[config.mk]
export PLATFORM = sky130hd
export DESIGN_NAME = riscv_tag_check_unit
export DESIGN_NICKNAME = d
export VERILOG_FILES = /design/src/rtl/riscv_tag_check_unit.sv
export SDC_FILE = /design/constraint.sdc
export NUM_CORES = 1
export LEC_CHECK = 0
export BUFFER_PORTS_ARGS = -buffer_cell sky130_fd_sc_hd__buf_2
export CORE_MARGIN = 2
export CORE_UTILIZATION = 55
export DETAILED_ROUTE_END_ITERATION = 8
export PLACE_DENSITY = 0.95
export RECOVER_POWER = 100
export SLEW_MARGIN = 40
export SYNTH_ARGS = -nofsm -noshare
export SYNTH_HDL_FRONTEND = slang
export SYNTH_SLANG_ARGS = --single-unit
export TNS_END_PERCENT = 50
[constraint.sdc]
create_clock -name clk -period 5 [get_ports clk]
set_input_delay 0.5 -clock clk [delete_from_list [all_inputs] [get_ports clk]]
set_output_delay 0.5 -clock clk [all_outputs]
set_load 0.1 [all_outputs]
[src/rtl/riscv_tag_check_unit.sv]
// Registered multi-bit DIFT tag check for EX: policy table, exception capture, violation counter.
// Define TAG_CHECK_COUNT_EN to build the saturating violation counter; otherwise viol_count_o is 0.
module riscv_tag_check_unit #(
    parameter int TAG_WIDTH = 1,
    parameter int N_CLASSES = 4,
    parameter int CNT_WIDTH = 16,
    localparam int CW = $clog2(N_CLASSES),
    localparam int PW = 3 * TAG_WIDTH
) (
    input  logic                 clk,
    input  logic                 rst,
    input  logic                 valid_i,
    input  logic [CW-1:0]        class_i,
    input  logic [31:0]          pc_i,
    input  logic [TAG_WIDTH-1:0] tag_a_i,
    input  logic [TAG_WIDTH-1:0] tag_b_i,
    input  logic [TAG_WIDTH-1:0] tag_d_i,
    input  logic                 cfg_we_i,
    input  logic [CW-1:0]        cfg_class_i,
    input  logic [PW-1:0]        cfg_wdata_i,
    output logic [PW-1:0]        cfg_rdata_o,
    output logic                 exc_req_o,
    input  logic                 exc_ack_i,
    output logic [2:0]           exc_cause_o,
    output logic [CW-1:0]        exc_class_o,
    output logic [31:0]          exc_pc_o,
    output logic                 exc_overflow_o,
    input  logic                 count_clr_i,
    output logic [CNT_WIDTH-1:0] viol_count_o
);

    typedef enum logic {IDLE, PEND} state_t;

    state_t        state_q, state_d;
    logic [PW-1:0] policy_q [N_CLASSES];
    logic [PW-1:0] pol;
    logic [2:0]    hit;
    logic          viol;
    logic          class_ok, cfg_ok;
    logic          capture, ovf_set;

    assign class_ok = int'(class_i) < N_CLASSES;
    assign cfg_ok   = int'(cfg_class_i) < N_CLASSES;

    // Out-of-range classes behave as an all-zero (no check) policy.
    always_comb begin
        pol = '0;
        if (class_ok) pol = policy_q[class_i];
    end

    always_comb begin
        cfg_rdata_o = '0;
        if (cfg_ok) cfg_rdata_o = policy_q[cfg_class_i];
    end

    assign hit[0] = |(tag_a_i & pol[TAG_WIDTH-1:0]);
    assign hit[1] = |(tag_b_i & pol[2*TAG_WIDTH-1:TAG_WIDTH]);
    assign hit[2] = |(tag_d_i & pol[PW-1:2*TAG_WIDTH]);
    assign viol   = valid_i & (|hit);

    always_ff @(posedge clk) begin
        if (rst) begin
            for (int i = 0; i < N_CLASSES; i++) policy_q[i] <= '0;
        end else if (cfg_we_i && cfg_ok) begin
            policy_q[cfg_class_i] <= cfg_wdata_i;
        end
    end

    always_ff @(posedge clk) begin
        if (rst) state_q <= IDLE;
        else     state_q <= state_d;
    end

    always_comb begin
        state_d = state_q;
        unique case (state_q)
            IDLE: if (viol) state_d = PEND;
            PEND: if (exc_ack_i && !viol) state_d = IDLE;
            default: state_d = IDLE;
        endcase
    end

    // An ack frees the capture registers, so a same-cycle violation replaces the old one.
    always_comb begin
        exc_req_o = (state_q == PEND);
        capture   = viol & ((state_q == IDLE) | exc_ack_i);
        ovf_set   = viol & (state_q == PEND) & ~exc_ack_i;
    end

    always_ff @(posedge clk) begin
        if (rst) begin
            exc_cause_o <= '0;
            exc_class_o <= '0;
            exc_pc_o    <= '0;
        end else if (capture) begin
            exc_cause_o <= hit;
            exc_class_o <= class_i;
            exc_pc_o    <= pc_i;
        end
    end

    always_ff @(posedge clk) begin
        if (rst)              exc_overflow_o <= 1'b0;
        else if (count_clr_i) exc_overflow_o <= ovf_set;
        else if (ovf_set)     exc_overflow_o <= 1'b1;
    end

`ifdef TAG_CHECK_COUNT_EN
    logic [CNT_WIDTH-1:0] cnt_q;

    always_ff @(posedge clk) begin
        if (rst)                   cnt_q <= '0;
        else if (count_clr_i)      cnt_q <= CNT_WIDTH'(viol);
        else if (viol && ~&cnt_q)  cnt_q <= cnt_q + CNT_WIDTH'(1);
    end

    assign viol_count_o = cnt_q;
`else
    assign viol_count_o = '0;
`endif

endmodule

======== Word level (Yosys, flattened, before mapping) ========
Memories as Yosys holds them, arrays and structs flattened.
Cells that the tools add are included.
storage, ports and cells
  register bits ........................... 39
  RAM bits ................................ 12
  output and inout bits ................... 58
  logic and storage cells ................. 34
  memories kept ........................... 1
memory list
  name      words  width  read ports  clocked after Yosys merged registers in  write ports  line  source
  policy_q  4      3      2           0                                        4            35    logic [PW-1:0] policy_q [N_CLASSES];
cells by class
  mux-type cells .......................... 13
  bitwise gates (word level) .............. 10
  reductions and logical operators ........ 5
operators with widths
  operator                            number
  1-bit two-way mux                   10
  1-bit AND                           7
  3-bit OR reduction                  2
  3-bit two-way mux                   1
  2-bit two-way mux                   1
  1-bit NOT                           2
  1-bit case mux with 2 select lines  1
  2-bit nonzero test                  1
  1-bit logical AND                   1
  1-bit zero test                     1
  1-bit bitwise OR                    1

======== Longest topological paths before layout ========
Gate-level depths: netlist of the first run.
An unclocked memory read counts as a cell.
  word-level depth ........................ 8
  gate-level depth with buffers ........... 6
  mapped depth without buffers ............ 4

======== Worst setup path before layout of the first run ========
Ideal clock, no wire load.
  path kind ............................... input to output
  start point ............................. input cfg_class_i[0]
  end point ............................... output cfg_rdata_o[0]
  arrival time ............................ 1.601 ns
  data required time ...................... 4.500 ns
  path slack .............................. 2.899 ns
  cell stages on the path ................. 2
  cell sequence ........................... clkbuf_1 -> mux4_2
between the ends
  longest elaborated chain between the ends .. 1
RTL lines
  what                   line  source
  start, declared        19    input logic [CW-1:0] cfg_class_i,
  memory read 4 x 3 bit  -
  end, declared          21    output logic [PW-1:0] cfg_rdata_o,
Every way passes these cells.

==> qor.txt, run 1 <==
status: finished, violations left
failing checks: capacitance limit, slew limit
Post-CTS Setup Bufs: 0
CTS resizes: 0
Port Buffer Count: 89
final hold violations: 0
Layout fillers: 467
CTS Hold Bufs: 0
xor-xnor portion of the synthesized cell area: 0%
period utilization: 59.4%
die height: 80.6 µm
WP buf/inv: 1
Routed WL: 8210 µm
Congestion Overflow GR: 0
initial antenna violation count: 0
Synth cell types: 30
post-synthesis compound-gate area fraction: 23.4%
worst relative slew slack: -69.9%
sequential standard cell area: 0.00114 mm²
hold slack: 0.453 ns
Synth Cell Area: 0.00323 mm²
ANT nets after route: 0
area of the multi-input gates: 0.00177 mm²
simple-gate share of the synthesized area: 28.0%
drt first pass iters: 4
TritonCTS Buffers: 5
CTS Sinks: 51
most frequent cells in the layout: buf_2, clkbuf_1, dfxtp_1
pin count of the biggest net entering global routing: 83
Slew Viols, Final: 83
Antenna diodes: 0
first-pass GRT wire length: 12900 µm
GRT Total Usage: 25.1%
Area Overhead vs Synth: 8.41%
Clock Skew: 0.0102 ns
drc violations: 0
post-synthesis mux area share: 4.18%
setup repair after global routing missed its margin: no
Post-Place Cell Area: 0.00356 mm²
Iteration-0 DRC Markers: 240
via count: 2863
Initial Utilization: 57.9%
Core Area: 0.00557 mm²
vias in the first global route: 2652
Yosys top cell area share: 24.2%
largest family of logic cells by synthesized area: simple AND/OR/NAND/NOR gates
Setup crit end kind: register
Worst Hold Class: primary input to register
CP peak stage delay: 1.78 ns
maximum operating frequency: 337 MHz
clock root buffer: clkbuf_8
gpl congestion: 0.710
Top delay family on crit path: buffers and inverters
Worst setup SP type: primary input
commonest non-fill, non-tap cell in the layout: buf_2
Post-Synth Adder-Cell Area: 0%
Max FO, Critical Path: 82
setup_tns: 0 ns
CTS clk-pin slew, worst paths: 0.09 ns
DP HPWL: 5270 µm
Synth area leaders: dfxtp_1, edfxtp_1, nand4b_1
total die area: 0.00650 mm²
cell count after synthesis: 325
warnings from Yosys: 0
Avg WL per Cell: 17.9 µm
share of cells above drive strength 1: 18.3%
Seq/Total Area, Yosys: 35.3%
Max Cap Violations: 1
TritonCTS clock tree: yes
CP arrival: 3.03 ns
Yosys reg bits: 51
Crit-path slowest cell: clkbuf_1
Die Wd: 80.6 µm
H-tree Lvls: 2
Vias per Instance: 6.24
Worst IR Drop VDD: 0.198 mV
worst path cell trace: clkbuf_1, nand2b_1, nor3_1, or2_2
Tot Pwr: 1.30 mW
Slew @ Worst Pin: 2.55 ns
design area: 0.00350 mm²
syn avg cell area: 9.94 µm²
Lkg Pwr: 1.14 nW
final setup fails: 0
nets: 435
later-pin clock latency in the skew report: 0.31 ns
IO Count: 106
Synth area leader: dfxtp_1
Max Root-Sink Buffers: 2
CP required: 5.06 ns
P per Cell Area: 370 mW/mm²
Tmin final: 2.97 ns
Setup CP Type: primary input to register
row cnt: 27
## where the power goes
part | leakage, nW | internal (mW) | switching [mW]
logic | 0.656 | 0.0975 | 0.464
clock network | 0.0470 | 0.109 | 0.134
registers | 0.438 | 0.466 | 0.0262
total | 1.14 | 0.672 | 0.625
## state kept, by name (all words and copies together) (netlist names)
name and flops:
exc_cause_o 3, exc_class_o 2, exc_overflow_o 1, exc_pc_o 32
exc_req_o 1, policy_q 12
## routing by layer
metal	wire (µm)	share of wire, %	track usage [%]	vias up
li1	-	-	-	1325
met1	3480	42	32.9	1403
met2	4090	50	42.8	122
met3	526	6.4	3.37	13
met4	111	1.4	7.97	0
met5	0	0	0	-
## cells by family after synthesis
logic type      count (synthesis)
other cells                     1
buf+inv                        52
flops                          51
mux                             6
simple gates                  134
compound gates                 81
## final cells by class
class	instances	share of cell area, %
multi-input cells	237	50.5
clock buffers	6	2.36
well taps	72	2.57
repair buffers	92	11.8
flip-flops and latches	51	32.6
clock inverters	1	0.143
## cells in the mapped netlist
master	count
nor3b_1	2
edfxtp_1	12
nand4b_1	34
buf_4	16
nand2b_1	38
o211ai_1	14
o21ai_0	1
nor3_1	1
conb_1	1
a22o_4	1
and2_1	14
o21ai_1	1
o31ai_1	1
buf_6	4
dfxtp_1	39
a21oi_1	4
nand2_1	7
nor2b_1	1
or2_2	2
or3_1	34
o32ai_1	2
a31o_2	1
clkbuf_1	28
nor2_1	1
buf_2	4
a22oi_2	1
o21bai_1	1
o22a_1	34
o211ai_2	20
mux4_2	6
## worst paths after layout
path | slack, ns | start | end | cells past startpoint
hold reg to reg | 0.49 | exc_overflow_o | exc_overflow_o | 2
hold / removal | 0.45 | count_clr_i | exc_overflow_o | 4
setup reg to reg | 2.76 | policy_q[2][2] | exc_pc_o[13] | 4
setup / recovery | 2.03 | rst | policy_q[0][0] | 4
## tightest hold or removal path: stages
cell     delay, ns
buf_2         0.07
nor2_1        0.03
nand2_1       0.05
o31ai_1       0.06
## through the flow
step / std cells / setup WS, ns / utilization, %
global route: 459 / 1.78 / 62.8
CTS: 459 / 2.66 / 65.4
global placement: 452 / 2.41 / 63.7
detailed placement: 452 / 2.34 / 63.9
finish: 459 / 2.03 / 62.8
floorplan: 340 / 2.90 / -
Power figures use the tool's default switching activity.
==> inputs of run 2 (changes only) <==
--- a/config.mk
+++ b/config.mk
@@ -7,9 +7,9 @@
 export LEC_CHECK = 0
 export BUFFER_PORTS_ARGS = -buffer_cell sky130_fd_sc_hd__buf_2
 export CORE_MARGIN = 2
-export CORE_UTILIZATION = 55
+export CORE_UTILIZATION = 46
 export DETAILED_ROUTE_END_ITERATION = 8
-export PLACE_DENSITY = 0.95
+export PLACE_DENSITY = 0.87
 export RECOVER_POWER = 100
 export SLEW_MARGIN = 40
 export SYNTH_ARGS = -nofsm -noshare
==> constraint.sdc (replaced) <==
create_clock -name clk -period 2.47 [get_ports clk]
set_input_delay 0.247 -clock clk [delete_from_list [all_inputs] [get_ports clk]]
set_output_delay 0.247 -clock clk [all_outputs]
set_load 0.1 [all_outputs]
==> run 2 against run 1 <==
Effect of this change:
- the flow now finishes without violations
- sequential power up 100%
- register-to-register slack lost 2.4 ns
- hold slack lost 0.25 ns
==> qor.txt, run 2 (synthesis gave the netlist of run 1 again) <==
status: finished clean (was finished, violations left)
max reg flops: 32 (unchanged)
worst r2r path cells: 5 (was 4)
drc violations: 0 (unchanged)
Setup crit end kind: register (unchanged)
Levels on crit path: 5 (was 4)
Routed WL: 8240 µm (was 8210 µm)
CTS Sinks: 51 (unchanged)
Hold Path Depth: 4 (unchanged)
Post-CTS Setup Bufs: 0 (unchanged)
Largest regs: exc_pc_o (32), policy_q (12), exc_cause_o (3) (unchanged)
CTS resizes: 0 (unchanged)
Port Buffer Count: 89 (unchanged)
CTS Hold Bufs: 0 (unchanged)
Worst IR Drop VDD: 0.470 mV (was 0.198 mV)
final setup fails: 0 (unchanged)
Core Area: 0.00679 mm² (was 0.00557 mm²)
Setup CP Type: register to register (was primary input to register)
WP buf/inv: 1 (unchanged)
clock root buffer: clkbuf_8 (unchanged)
Clock Skew: 0.00663 ns (was 0.0102 ns)
ANT nets after route: 0 (unchanged)
via count: 2853 (was 2863)
nets: 441 (was 435)
Placed Instances: 482 (was 452)
Slew Viols, Final: 0 (was 83)
setup_tns: 0 ns (unchanged)
Congestion Overflow GR: 0 (unchanged)
share of cells above drive strength 1: 19.3% (was 18.3%)
Max Cap Violations: 0 (was 1)
Avg WL per Cell: 16.8 µm (was 17.9 µm)
maximum operating frequency: 463 MHz
Worst Hold Class: primary input to register (unchanged)
setup repair after global routing missed its margin: no (unchanged)
Iteration-0 DRC Markers: 266 (was 240)
CP arrival: 2.33 ns (was 3.03 ns)
Tmin final: 2.16 ns
die height: 87.8 µm (was 80.6 µm)
Max FO, Critical Path: 18 (was 82)
TritonCTS Buffers: 5 (unchanged)
Max Root-Sink Buffers: 2 (unchanged)
most frequent cells in the layout: buf_2, clkbuf_1, dfxtp_1 (unchanged)
final hold violations: 0 (unchanged)
pin count of the biggest net entering global routing: 74 (was 83)
gpl congestion: 0.771 (was 0.710)
CP required: 2.65 ns (was 5.06 ns)
first-pass GRT wire length: 12900 µm (about the same)
Initial Utilization: 47.5% (was 57.9%)
P per Cell Area: 739 mW/mm² (was 370 mW/mm²)
Top delay family on crit path: buffers and inverters (unchanged)
total die area: 0.00771 mm² (was 0.00650 mm²)
vias in the first global route: 2622 (was 2652)
drt first pass iters: 6 (was 4)
Tot Pwr: 2.63 mW (was 1.30 mW)
DP HPWL: 5380 µm (was 5270 µm)
Slew @ Worst Pin: 1.18 ns (was 2.55 ns)
worst path cell trace: mux4_2, nand2_1, clkbuf_1, o22a_1, o211ai_1 (was clkbuf_1, nand2b_1, nor3_1, or2_2)
Worst setup SP type: register (was primary input)
period utilization: 87.4%
Die Wd: 87.8 µm (was 80.6 µm)
TritonCTS clock tree: yes (unchanged)
commonest non-fill, non-tap cell in the layout: buf_2 (unchanged)
GRT Total Usage: 21.3% (was 25.1%)
Crit-path slowest cell: clkbuf_1 (unchanged)
non-filler cells, final: 490 (was 459)
Vias per Instance: 5.82 (was 6.24)
IO Count: 106 (unchanged)
Antenna diodes: 0 (unchanged)
worst relative slew slack: 21.7% (was -69.9%)
row cnt: 30 (was 27)
later-pin clock latency in the skew report: 0.30 ns (was 0.31 ns)
CTS clk-pin slew, worst paths: 0.09 ns (about the same)
initial antenna violation count: 0 (unchanged)
Lkg Pwr: 1.16 nW (was 1.14 nW)
H-tree Lvls: 2 (unchanged)
CP peak stage delay: 0.65 ns (was 1.78 ns)
Area Overhead vs Synth: 10.4% (was 8.41%)
largest register by flop count: exc_pc_o (unchanged)
## run 2: cell types whose count changed in the layout (fill, tap and decap cells not counted), sizes merged
| cell | change |
|---|---|
| buf | +4 |
| clkbuf | +3 |
## run 2: per-stage QoR
step	setup slack (ns)	util (%)	cell area, µm²	hold slack [ns]
3_3_place_gp	0.376	53.4	3630	0.444
4_1_cts	0.533	54.8	3720	0.194
2_1_floorplan	0.497	-	3290	0.419
3_5_place_dp	0.511	53.5	3630	0.456
5_1_grt	0.261	52.5	3570	0.203
6_report	0.312	52.5	3570	0.202
## run 2: area by class of cell
type                    count  area, µm²
multi-input cells         237       1760
well taps                  96        120
clock buffers               7       86.3
clock inverters             1       5.00
repair buffers             98        455
fillers                   678       3230
flip-flops and latches     51       1140
## run 2: metal layers
| layer | up-vias | part of all wire (%) | global-route usage, % |
|---|---|---|---|
| li1 | 1343 | - | - |
| met1 | 1380 | 42 | 28.0 |
| met2 | 124 | 51 | 34.7 |
| met3 | 6 | 6.6 | 5.66 |
| met4 | 0 | 0.69 | 5.59 |
| met5 | - | 0 | 0 |
## run 2: worst paths after layout
path,startpoint,end,slack (ns)
min,count_clr_i,exc_overflow_o,0.20
max reg2reg,policy_q[3][1],exc_pc_o[24],0.31
max,policy_q[3][1],exc_pc_o[24],0.31
min reg2reg,exc_overflow_o,exc_overflow_o,0.48
## run 2: worst reg2reg max path, stage by stage, from the launching register on
cell and delay [ns]:
edfxtp_1 0.41, mux4_2 0.50, nand2_1 0.10, clkbuf_1 0.65, o22a_1 0.28, o211ai_1 0.09
## run 2: report_power, final
group	switching (mW)	internal, mW	leakage [nW]	total, mW
Combinational	0.937	0.202	0.675	1.14
Sequential	0.0525	0.943	0.438	0.996
Clock	0.273	0.227	0.0482	0.500
Total	1.26	1.37	1.16	2.63
